## src/rtl/pre_input_pkg.sv

```systemverilog
// Shared constants and state type for the ibuf pre-loader: one polynomial set is
// 3072 ibuf words of eight coefficient lanes each.
package pre_input_pkg;

  localparam logic [11:0] IBUF_LAST_ADDR = 12'hbff;
  localparam int          IBUF_LANES     = 8;
  localparam int          IBUF_LAST_BEAT = 24575;

  typedef enum logic [1:0] {
    IDLE,
    LOAD,
    WAIT_DONE
  } loader_state_t;

endpackage

```

## src/rtl/ibuf_lane_packer.sv

```systemverilog
// Gathers eight consecutive stream beats into one ibuf word; lane k holds beat k
// of the group. The word output already includes the beat being accepted this cycle.
module ibuf_lane_packer
  import pre_input_pkg::*;
#(
  parameter int DATA_WIDTH = 39
) (
  input  logic                             clk,
  input  logic                             rst_n,
  input  logic                             clear,
  input  logic                             beat_en,
  input  logic [DATA_WIDTH-1:0]            beat_data,
  output logic [2:0]                       lane,
  output logic                             word_complete,
  output logic [IBUF_LANES*DATA_WIDTH-1:0] word
);

  logic [DATA_WIDTH-1:0] lane_q [IBUF_LANES];

  always_ff @(posedge clk or negedge rst_n) begin
    if (!rst_n) begin
      lane <= '0;
      for (int k = 0; k < IBUF_LANES; k++) lane_q[k] <= '0;
    end else if (clear) begin
      lane <= '0;
    end else if (beat_en) begin
      lane_q[lane] <= beat_data;
      lane         <= lane + 3'd1;
    end
  end

  // Bypassing the current beat lets the top capture a full word on the lane-7
  // handshake itself, so the next group may start filling immediately.
  always_comb begin
    word = '0;
    for (int k = 0; k < IBUF_LANES; k++) begin
      word[k*DATA_WIDTH +: DATA_WIDTH] = (beat_en && lane == 3'(k)) ? beat_data : lane_q[k];
    end
  end

  assign word_complete = beat_en && (lane == 3'(IBUF_LANES - 1));

endmodule

```

## src/rtl/pre_input_loader.sv

```systemverilog
// AXI4-Stream to ibuf loader: packs 24576 beats into 3072 ibuf writes, then waits
// for the transposer. Define PRE_INPUT_LOADER_RANGE_CHECK_EN to add o_err_range.
module pre_input_loader
  import pre_input_pkg::*;
#(
  parameter int DATA_WIDTH = 39
) (
  input  logic                             clk,
  input  logic                             rst_n,
  input  logic                             i_start,
  input  logic                             s_axis_tvalid,
  output logic                             s_axis_tready,
  input  logic [63:0]                      s_axis_tdata,
  input  logic                             s_axis_tlast,
  output logic                             o_ibuf_reset,
  output logic                             o_ibuf_wren,
  output logic [11:0]                      o_ibuf_addr,
  output logic [IBUF_LANES*DATA_WIDTH-1:0] o_ibuf_data,
  input  logic                             i_ibuf_done,
  output logic                             o_busy,
  output logic                             o_done,
`ifdef PRE_INPUT_LOADER_RANGE_CHECK_EN
  output logic                             o_err_range,
`endif
  output logic                             o_err_last
);

  loader_state_t state_q, state_d;

  logic [11:0]                      addr_q;
  logic [2:0]                       lane;
  logic                             word_complete;
  logic [IBUF_LANES*DATA_WIDTH-1:0] word;
  logic                             handshake;
  logic                             start_load;
  logic                             final_beat;

  assign s_axis_tready = (state_q == LOAD);
  assign o_busy        = (state_q != IDLE);
  assign handshake     = s_axis_tvalid && s_axis_tready;
  assign start_load    = (state_q == IDLE) && i_start;
  assign o_ibuf_reset  = start_load;
  assign final_beat    = handshake && ({addr_q, lane} == 15'(IBUF_LAST_BEAT));

  ibuf_lane_packer #(
    .DATA_WIDTH (DATA_WIDTH)
  ) u_packer (
    .clk           (clk),
    .rst_n         (rst_n),
    .clear         (start_load),
    .beat_en       (handshake),
    .beat_data     (s_axis_tdata[DATA_WIDTH-1:0]),
    .lane          (lane),
    .word_complete (word_complete),
    .word          (word)
  );

  always_ff @(posedge clk or negedge rst_n) begin
    if (!rst_n) state_q <= IDLE;
    else        state_q <= state_d;
  end

  always_comb begin
    state_d = state_q;
    case (state_q)
      IDLE:      if (i_start) state_d = LOAD;
      LOAD:      if (word_complete && addr_q == IBUF_LAST_ADDR) state_d = WAIT_DONE;
      WAIT_DONE: if (i_ibuf_done) state_d = IDLE;
      default:   state_d = IDLE;
    endcase
  end

  // The address counter parks on the last address so it can never run past the buffer.
  always_ff @(posedge clk or negedge rst_n) begin
    if (!rst_n) begin
      addr_q      <= '0;
      o_ibuf_wren <= 1'b0;
      o_ibuf_addr <= '0;
      o_ibuf_data <= '0;
    end else begin
      o_ibuf_wren <= word_complete;
      if (start_load) begin
        addr_q <= '0;
      end else if (word_complete) begin
        o_ibuf_addr <= addr_q;
        o_ibuf_data <= word;
        if (addr_q != IBUF_LAST_ADDR) addr_q <= addr_q + 12'd1;
      end
    end
  end

  always_ff @(posedge clk or negedge rst_n) begin
    if (!rst_n) begin
      o_done     <= 1'b0;
      o_err_last <= 1'b0;
    end else begin
      o_done <= (state_q == WAIT_DONE) && i_ibuf_done;
      if (start_load) o_err_last <= 1'b0;
      else if (handshake && (s_axis_tlast != final_beat)) o_err_last <= 1'b1;
    end
  end

`ifdef PRE_INPUT_LOADER_RANGE_CHECK_EN
  logic upper_nonzero;

  if (DATA_WIDTH < 64) begin : g_upper
    assign upper_nonzero = |s_axis_tdata[63:DATA_WIDTH];
  end else begin : g_full
    assign upper_nonzero = 1'b0;
  end

  always_ff @(posedge clk or negedge rst_n) begin
    if (!rst_n)                          o_err_range <= 1'b0;
    else if (start_load)                 o_err_range <= 1'b0;
    else if (handshake && upper_nonzero) o_err_range <= 1'b1;
  end
`else
  logic unused_tdata;
  assign unused_tdata = ^s_axis_tdata;
`endif

endmodule

```

## config.mk

```make
export PLATFORM = sky130hd
export DESIGN_NAME = pre_input_loader
export DESIGN_NICKNAME = d
export VERILOG_FILES = /design/src/rtl/pre_input_pkg.sv /design/src/rtl/ibuf_lane_packer.sv /design/src/rtl/pre_input_loader.sv
export SDC_FILE = /design/constraint.sdc
export NUM_CORES = 1
export LEC_CHECK = 0
export CAP_MARGIN = 20
export CORE_ASPECT_RATIO = 0.75
export CORE_MARGIN = 2
export CORE_UTILIZATION = 58
export DETAILED_ROUTE_END_ITERATION = 12
export GPL_TIMING_DRIVEN = 0
export PLACE_DENSITY = 0.94
export SLEW_MARGIN = 10
export SYNTH_ARGS = -nofsm -noshare
export SYNTH_HDL_FRONTEND = slang
export SYNTH_SLANG_ARGS = --single-unit
```

## constraint.sdc

```tcl
create_clock -name clk -period 4.06 [get_ports clk]
set_clock_uncertainty 0.1 [all_clocks]
set_input_delay 0.812 -clock clk [delete_from_list [all_inputs] [get_ports clk]]
set_output_delay 0.812 -clock clk [all_outputs]
set_load 0.1 [all_outputs]
```

# Word-level counts from Yosys, hierarchy flattened
# Cells that the tools add are included.
totals:
  regBits: 656
  inputBits: 70
  wordCells: 85
classes:
  n_addsub: 2
  order_cmp: 2
  eq_ne: 16
  n_mux: 21
  bitwise: 2
  reduce_logical: 26
op_table:
  columns: ["operator", "n"]
  rows:
  - ["bitwise mux 312 bit", 1]
  - ["two-way mux 39 bit", 8]
  - ["demux 39 bit (select 3 bit)", 1]
  - ["two-way mux 12 bit", 3]
  - ["equality test 15 bit, second input constant", 1]
  - ["logical AND 1 bit", 15]
  - ["adder 12 x 1 -> 12 bit, second input constant", 1]
  - ["equality test 12 bit, second input constant", 1]
  - ["equality test 3 bit, second input constant", 4]
  - ["!= test 12 bit, second input constant", 1]
  - ["nonzero test 2 bit", 5]
  - ["equality test 3 x 2 -> 1 bit, second input constant", 2]
  - ["two-way mux 2 bit", 3]
  - ["two-way mux 3 bit", 2]
  - ["one-hot mux 2 bit (3 select lines)", 1]
  - ["AND reduction 2 bit", 3]
  - ["greater-or-equal comparator 4 bit, second input constant", 1]
  - ["< comparator 4 x 1 -> 1 bit, second input constant", 1]
  - ["!= test 2 bit, second input constant", 2]
  - ["inverter 3 -> 4 bit", 1]
  - ["adder 3 x 1 -> 3 bit, second input constant", 1]
  - ["equality test 3 x 1 -> 1 bit, second input constant", 1]
  - ["zero test 3 bit", 1]
  - ["AND reduction 3 bit", 1]
  - ["other kinds (7)", 8]

# Longest topological paths before layout
depth:
  depth_word: 7
  mapped_depth: 8
  mapped_depth_nobuf: 7

# Cells and area by module
# Synthesis repeated with hierarchy kept, for this count alone.
hier_totals:
  hier_cells: 1862
  hier_area_um2: 28574.9
modules_own_cells:
  columns: ["mod", "instances", "cells_each", "area_per_inst_um2", "seq_area_each_um2"]
  rows:
  - ["ibuf_lane_packer", 1, 1082, 15697.6, 7882.6]
  - ["pre_input_loader", 1, 780, 12877.4, 8533.2]

# Worst setup path after synthesis
# Ideal clock, no wire load.
synth_timing:
  path_kind: "reg2out"
  startpoint: "reg state_q[0]"
  endpoint: "out s_axis_tready"
  arrival_time_ps: 1836
  t_required_ps: 3148
  slack_ps: 1312
  stages_incl_launch_ff: 2
  n_path_buf: 0
  cell_sequence: "dfrtp_1 > nor2b_1"
synth_via:
  elab_chain_cells: 1
synth_rtl:
  columns: ["element", "line_no", "text"]
  rows:
  - ["start, declared", "pre_input_loader.sv:28", "loader_state_t state_q, state_d;"]
  - ["start signal, assigned", "pre_input_loader.sv:60", "else state_q <= state_d;"]
  - ["equality test 2 x 1 -> 1 bit", "pre_input_loader.sv:38", "assign s_axis_tready = (state_q == LOAD);"]
  - ["end, declared", "pre_input_loader.sv:12", "output logic s_axis_tready,"]
# Every way passes these cells.

# Worst setup path in the final report
layout_timing:
  startpoint: "reg state_q[0]"
  endpoint: "out o_ibuf_reset"
layout_via:
  elab_chain_cells: 2
layout_rtl:
  columns: ["element", "line_no", "text"]
  rows:
  - ["zero test 2 bit", "pre_input_loader.sv:41", "assign start_load = (state_q == IDLE) && i_start;"]
  - ["logical AND 1 bit", "pre_input_loader.sv:41", null]
  - ["end, declared", "pre_input_loader.sv:15", "output logic o_ibuf_reset,"]
# Every way passes these cells.

==> impl_metrics.prom <==
# TYPE chip_impl_metric gauge
chip_impl_info{name="run_status",value="finished clean"} 1
chip_impl_metric{name="final_layout_size_suffix_gt1_frac",unit=""} 0.164
chip_impl_metric{name="place.gp.congestion",unit=""} 0.911
chip_impl_metric{name="placed_cell_area",unit="sq um"} 29800
chip_impl_metric{name="die_width",unit="um"} 244
chip_impl_metric{name="worstRegToRegCells",unit=""} 8
chip_impl_info{name="crit_path_category",value="reg -> out"} 1
chip_impl_info{name="end_kind",value="primary output"} 1
chip_impl_metric{name="cts_buffers",unit=""} 56
chip_impl_info{name="rr_startpoint",value="u_packer.lane[1]"} 1
chip_impl_metric{name="postSynthCellCount",unit=""} 2119
chip_impl_metric{name="num_antenna_cells",unit=""} 0
chip_impl_metric{name="fp.coreArea",unit="sq um"} 43100
chip_impl_metric{name="slew_headroom",unit=""} 0.180
chip_impl_metric{name="slew_viol_final",unit=""} 0
chip_impl_metric{name="max-clock-path-buffers",unit=""} 3
chip_impl_metric{name="synth_top_area_share",unit=""} 0.614
chip_impl_metric{name="htreeDepth",unit=""} 2
chip_impl_metric{name="initial_utilization",unit=""} 0.584
chip_impl_metric{name="grtUsageTotal",unit=""} 0.387
chip_impl_metric{name="fp.dieArea",unit="sq um"} 45100
chip_impl_metric{name="initial_antenna_violation_count",unit=""} 1
chip_impl_metric{name="grt_first_pass_wirelength",unit="um"} 130000
chip_impl_metric{name="grt.overflow.total",unit=""} 0
chip_impl_metric{name="number_of_buffer_and_inverter_stages_on_the_critical_path",unit=""} 2
chip_impl_metric{name="hold_viol",unit=""} 0
chip_impl_info{name="path_delay_family",value="buffers and inverters"} 1
chip_impl_metric{name="die-height",unit="um"} 184
chip_impl_metric{name="final_antenna_net_count",unit=""} 0
chip_impl_metric{name="detail_route.wl_per_cell",unit="um"} 27.3
chip_impl_info{name="crit_path_cells",value="nor2_1, nand2_1, clkinv_1, dlymetal6s2s_1"} 1
chip_impl_metric{name="post-route-worst-setup-slack",unit="ns"} 0.457
chip_impl_info{name="most-common-layout-cells",value="sky130_fd_sc_hd__dfrtp_1 (617), sky130_fd_sc_hd__nand2_1 (428), sky130_fd_sc_hd__clkdlybuf4s50_1 (372)"} 1
chip_impl_metric{name="place.detailed.instances",unit=""} 3077
chip_impl_metric{name="nets",unit=""} 2634
chip_impl_info{name="synth_area_leader_cell",value="sky130_fd_sc_hd__dfrtp_1"} 1
chip_impl_metric{name="vias_per_cell",unit=""} 6.55
chip_impl_info{name="crit_path_start_kind",value="flip-flop"} 1
chip_impl_metric{name="post_layout_nonfiller_instances",unit=""} 3180
chip_impl_metric{name="syn_nets",unit=""} 2196
chip_impl_metric{name="dpl_worst_slack",unit="ns"} 0.111
chip_impl_metric{name="max_cap_viol_count",unit=""} 0
chip_impl_info{name="timing.hold.worst.class",value="in -> async"} 1
chip_impl_metric{name="worst-endpoint-arrival",unit="ns"} 2.69
chip_impl_info{name="cts-root-buf",value="sky130_fd_sc_hd__clkbuf_16"} 1
chip_impl_metric{name="via_count",unit=""} 20800
chip_impl_metric{name="drc",unit=""} 0
chip_impl_metric{name="dr.pass1.iters",unit=""} 5
chip_impl_metric{name="slew_worst_pin",unit="ns"} 1.23
chip_impl_metric{name="yosysWarningCount",unit=""} 0
chip_impl_metric{name="clock.fmax",unit="GHz"} 0.278
chip_impl_metric{name="design_area",unit="sq um"} 31700
chip_impl_metric{name="io_buffer_count",unit=""} 374
chip_impl_metric{name="worst-path-max-fanout",unit=""} 9
chip_impl_metric{name="area_growth_synth_to_finish",unit="%"} 25.9
chip_impl_metric{name="timing.critical_path.slowest_cell_delay",unit="ns"} 0.80
chip_impl_metric{name="floorplan.io_pins",unit=""} 400
chip_impl_metric{name="clock_insertion_delay_worst_skew",unit="ns"} 0.60
chip_impl_info{name="slowest_cell_on_the_critical_path",value="sky130_fd_sc_hd__dlymetal6s2s_1"} 1
chip_impl_metric{name="netlist-cell-type-count",unit=""} 48
chip_impl_metric{name="finalWorstPathRequiredPeriod",unit="ns"} 3.60
chip_impl_metric{name="synth_sequential_area_ratio",unit=""} 0.614
chip_impl_metric{name="path_clk_slew",unit="ns"} 0.06
chip_impl_metric{name="worstPathRequired",unit="ns"} 3.15
chip_impl_metric{name="routed_wl",unit="um"} 87000
chip_impl_metric{name="timing.setup.tns",unit="ns"} 0
chip_impl_info{name="grt_setup_unrepaired",value="false"} 1
chip_impl_metric{name="mean_post_synth_cell_area",unit="sq um"} 11.9
chip_impl_metric{name="floorplan.rows",unit=""} 66
chip_impl_info{name="layout_commonest_cell",value="sky130_fd_sc_hd__dfrtp_1"} 1
chip_impl_metric{name="pin_count_of_the_biggest_net_entering_global_routing",unit=""} 118
chip_impl_metric{name="first_iter_violations",unit=""} 2571
chip_impl_metric{name="syn_area",unit="sq um"} 25200
chip_impl_metric{name="rrSetupSlack",unit="ns"} 0.69
chip_impl_metric{name="dp.final_hpwl",unit="um"} 58000
chip_impl_info{name="dominant_cells_by_area_after_synthesis",value="sky130_fd_sc_hd__dfrtp_1 (61%), sky130_fd_sc_hd__mux2_2 (11%), sky130_fd_sc_hd__o211ai_1 (7.0%)"} 1
chip_impl_metric{name="synth_seq_cells",unit=""} 617
chip_impl_info{name="cts_tree",value="built"} 1
chip_impl_metric{name="setup-violations-final",unit=""} 0
chip_impl_metric{name="cts.sink_count",unit=""} 617
chip_impl_info{name="r2r-end",value="o_ibuf_data[237]"} 1
chip_impl_metric{name="timing.final.crit_share",unit=""} 0.887
chip_impl_metric{name="via_count_of_the_first_global_routing_pass",unit=""} 21200
worst register-to-register path: stages, from the launching register on:
cell,delay (ns)
sky130_fd_sc_hd__dfrtp_1,0.58
sky130_fd_sc_hd__ha_1,0.34
sky130_fd_sc_hd__ha_1,0.23
sky130_fd_sc_hd__nand4b_4,0.25
sky130_fd_sc_hd__clkinv_2,0.28
sky130_fd_sc_hd__buf_2,0.37
sky130_fd_sc_hd__clkbuf_1,0.75
sky130_fd_sc_hd__nand3_1,0.23
sky130_fd_sc_hd__o211ai_1,0.16
area by class of cell:
cell class	instances	area, sq um
multi-input combinational	1334	8920
timing repair buffer	380	3920
fill	2740	11400
tap	578	723
clock buffer	86	1660
inverter	13	50.0
buffer	155	748
clock inverter	17	224
sequential	617	15400
flip-flops by register name, summed over array words and instances, names as in the netlist, 2 cells and up:
name             flops
o_ibuf_data        312
u_packer.lane_q    273
addr_q              12
o_ibuf_addr         12
u_packer.lane        3
state_q              2
metal layers:
metal / GRT usage / vias to the layer above / part of all wire
met5: 0 / - / 0.00015
li1: - / 8349 / -
met1: 0.507 / 10600 / 0.37
met3: 0.128 / 297 / 0.13
met4: 0.167 / 2 / 0.046
met2: 0.597 / 1572 / 0.46
cells by family (layout without fill, tap and decap cells):
group / Yosys count / count (layout) / share of synthesized area
buffers and inverters: 168 / 651 / 0.0317
AO/OA/AOI/OAI: 300 / 300 / 0.0847
multiplexers: 313 / 313 / 0.141
AND/OR/NAND/NOR: 712 / 712 / 0.125
adder cells (fa/ha/maj): 7 / 7 / 0.00348
flip-flops: 617 / 617 / 0.614
XOR/XNOR: 2 / 2 / 0.000696
Yosys cell counts (all sizes together):
library cell  count
dfrtp           617
nand2           430
mux2            273
nand3           246
o211ai          236
clkbuf           86
buf              69
o21ai            47
mux2i            40
inv              11
nor2              9
nor3              8
ha                7
a21oi             5
o31ai             5
nand4             4
a22o              3
and3              2
clkinv            2
nor4              2
or3               2
or4               2
a41oi             1
and3b             1
and4bb            1
nand3b            1
nand4b            1
nor2b             1
nor3b             1
o311ai            1
o32ai             1
o41ai             1
or2               1
xnor2             1
xor2              1
timing repair:
item,in CTS,in global routing
buffers inserted,0,0
hold endpoints to repair,0,0
gates resized for setup,0,1
endpoints found under the setup margin,0,1
hold buffers,0,0
metrics by stage:
| stage | hold slack, ns | utilization |
|---|---|---|
| floorplan | 0.358 | - |
| global placement | 0.360 | 0.687 |
| detailed placement | 0.369 | 0.691 |
| CTS | 0.0192 | 0.735 |
| global route | 0.0239 | 0.735 |
| finish | 0.0135 | 0.735 |
worst max path at each step:
stage / end / cells past startpoint / startpoint
5_1_grt: o_ibuf_reset / 4 / state_q[0]
6_report: o_ibuf_reset / 4 / state_q[0]
3_3_place_gp: o_ibuf_data[138] / 1 / rst_n
3_5_place_dp: o_ibuf_reset / 4 / i_start
4_1_cts: o_ibuf_reset / 4 / state_q[0]
2_1_floorplan: s_axis_tready / 1 / state_q[0]
Power is not shown: default switching activity piles up to over one toggle a cycle in this logic, so the estimate is an artifact.
==> RTL change (same flow settings) <==
Put one more register stage on the output `o_err_last`, with the module's reset. The value now appears one clock later. The other outputs are not delayed to match.
--- a/src/rtl/pre_input_loader.sv
+++ b/src/rtl/pre_input_loader.sv
@@ -24,6 +24,8 @@
 `endif
   output logic                             o_err_last
 );
+
+  logic o_err_last_s0;
 
   loader_state_t state_q, state_d;
 
@@ -92,11 +94,11 @@
   always_ff @(posedge clk or negedge rst_n) begin
     if (!rst_n) begin
       o_done     <= 1'b0;
-      o_err_last <= 1'b0;
+      o_err_last_s0 <= 1'b0;
     end else begin
       o_done <= (state_q == WAIT_DONE) && i_ibuf_done;
-      if (start_load) o_err_last <= 1'b0;
-      else if (handshake && (s_axis_tlast != final_beat)) o_err_last <= 1'b1;
+      if (start_load) o_err_last_s0 <= 1'b0;
+      else if (handshake && (s_axis_tlast != final_beat)) o_err_last_s0 <= 1'b1;
     end
   end
 
@@ -119,5 +121,13 @@
   assign unused_tdata = ^s_axis_tdata;
 `endif
 
+  always_ff @(posedge clk or negedge rst_n) begin
+    if (!rst_n) begin
+      o_err_last <= '0;
+    end else begin
+      o_err_last <= o_err_last_s0;
+    end
+  end
+
 endmodule
 
Check against the original RTL: not equivalent (Yosys sat finds a counterexample within 4 cycles, from zero or initial values and one cycle with rst_n low).
==> RTL change against the unedited design <==
- register-to-register slack worse by 30 ps
- core utilization rose by 0.096 points
- via count fell by 1.9%
- design area is 0.13% higher
- highest routed layer is now met4
- area after synthesis increased by 0.10%
- critical path type unchanged
- setup slack lost 370 ps
- sequential cell count up 1
- routed wire length decreased by 2.0%
Power is not shown: default switching activity piles up to over one toggle a cycle in this logic, so the estimate is an artifact.
==> RTL change: results (changes against the unedited design) <==
- Vias per inst: 6.428 (was 6.551)
- Met1 global-route usage: 50.21% (was 50.73%)
- Total GRT Usage: 37.81% (was 38.73%)
- WL met3: 9613 microns (was 11060 microns)
- PortBufs: 374 (unchanged)
- # placed instances: 3078 (was 3077)
- Syn avg cell area: 11.87 sq um (about the same)
- DR top layer: met4 (was met5)
- Most frequent cells after synthesis: dfrtp_1, nand2_1, mux2_2 (was dfrtp_1, nand2_1, nand3_1)
- WL met2: 39080 microns (was 39620 microns)
- Status: finished clean (unchanged)
- Largest cells by area after synthesis: dfrtp_1, mux2_2, o211ai_1 (unchanged)
- First-pass GRT wire length: 127500 microns (was 129900 microns)
- Number of global-route vias before repair: 20919 (was 21182)
- CTS buffer count: 56 (unchanged)
- WL final: 85190 microns (was 86950 microns)
- GP Congestion: 0.8833 (was 0.9105)
- Initial DRC Count: 2361 (was 2571)
- Antenna violations before repair: 1 (unchanged)
- Fill cells: 2758 (was 2740)
- Pre-Repair DR Iteration Count: 7 (was 5)
- WL per Instance: 26.80 microns (was 27.34 microns)
- Async SR Flop Fraction: 100.0% (unchanged)
- Met2 usage: 58.24% (was 59.68%)
- Rel. slew slack: 20.31% (was 18.01%)
- Dpl ws: 137.8 ps (was 110.6 ps)
- DRT met1 WL: 32120 microns (was 32230 microns)
- GR Layer Usage met3: 9.785% (was 12.83%)
- Synth cell types: 49 (was 48)
- Sequential area share after synthesis: 61.41% (was 61.37%)
- Pin count of the biggest net entering global routing: 120 (was 118)
- Synth Net Count: 2198 (was 2196)
- WP data arrival: 3060 ps (was 2690 ps)
- Layout cells sized above 1: 17.77% (was 16.41%)
- Hpwl dp: 58250 microns (was 57970 microns)
- Worst Path Max Fanout: 10 (was 9)
- Final Net Count: 2635 (was 2634)
-- RTL change: stage by stage --
step           cell area, sq um  util, %  hold WS (ps)
2_1_floorplan             25180        -         253.5
3_3_place_gp              29650    68.79         261.7
3_5_place_dp              29790    69.12         277.6
4_1_cts                   31720    73.57         167.2
5_1_grt                   31720    73.58         203.4
6_report                  31720    73.58         145.8
-- RTL change: final cells by class --
cell class / instances / area (sq um) / share of cell area, %
clock inverter: 13 / 192.7 / 0.6075
inverter: 9 / 33.78 / 0.1065
buffer: 157 / 788.3 / 2.485
tap: 578 / 723.2 / 2.280
timing repair buffer: 379 / 3886 / 12.25
multi-input combinational: 1337 / 8897 / 28.05
sequential: 618 / 15460 / 48.76
antenna: 1 / 2.502 / 0.007890
clock buffer: 87 / 1729 / 5.452
-- RTL change: critical path: stages (launching register included) --
cell	delay, ps
dfrtp_1	360
buf_2	180
nor2_1	130
nand2_1	280
clkinv_1	320
clkdlybuf4s50_1	1190
-- RTL change: kinds of logic (layout without fill, tap and decap cells) --
kind of cell	count (synthesis)	after routing	synth area share (%)
simple gates	716	716	12.46
flops	618	618	61.41
mux	314	314	13.99
compound gates	298	298	8.466
buf+inv	166	645	3.264
fa+ha+maj	7	7	0.3478
xor+xnor	2	2	0.06957
other cells	0	1	0
-- RTL change: path summary, 6_finish.rpt --
kind	from	end	slack, ps	cells past startpoint
worst min register to register	o_err_last_s0	o_err_last	320	0
worst min-delay path	rst_n	o_ibuf_data[159]	150	1
worst max-delay path	state_q[0]	o_ibuf_reset	90	5
worst max register to register	u_packer.lane[0]	o_ibuf_data[266]	660	7
max in group asynchronous	rst_n	u_packer.lane_q[252]	1830	4
min in group clk	o_err_last_s0	o_err_last	320	0
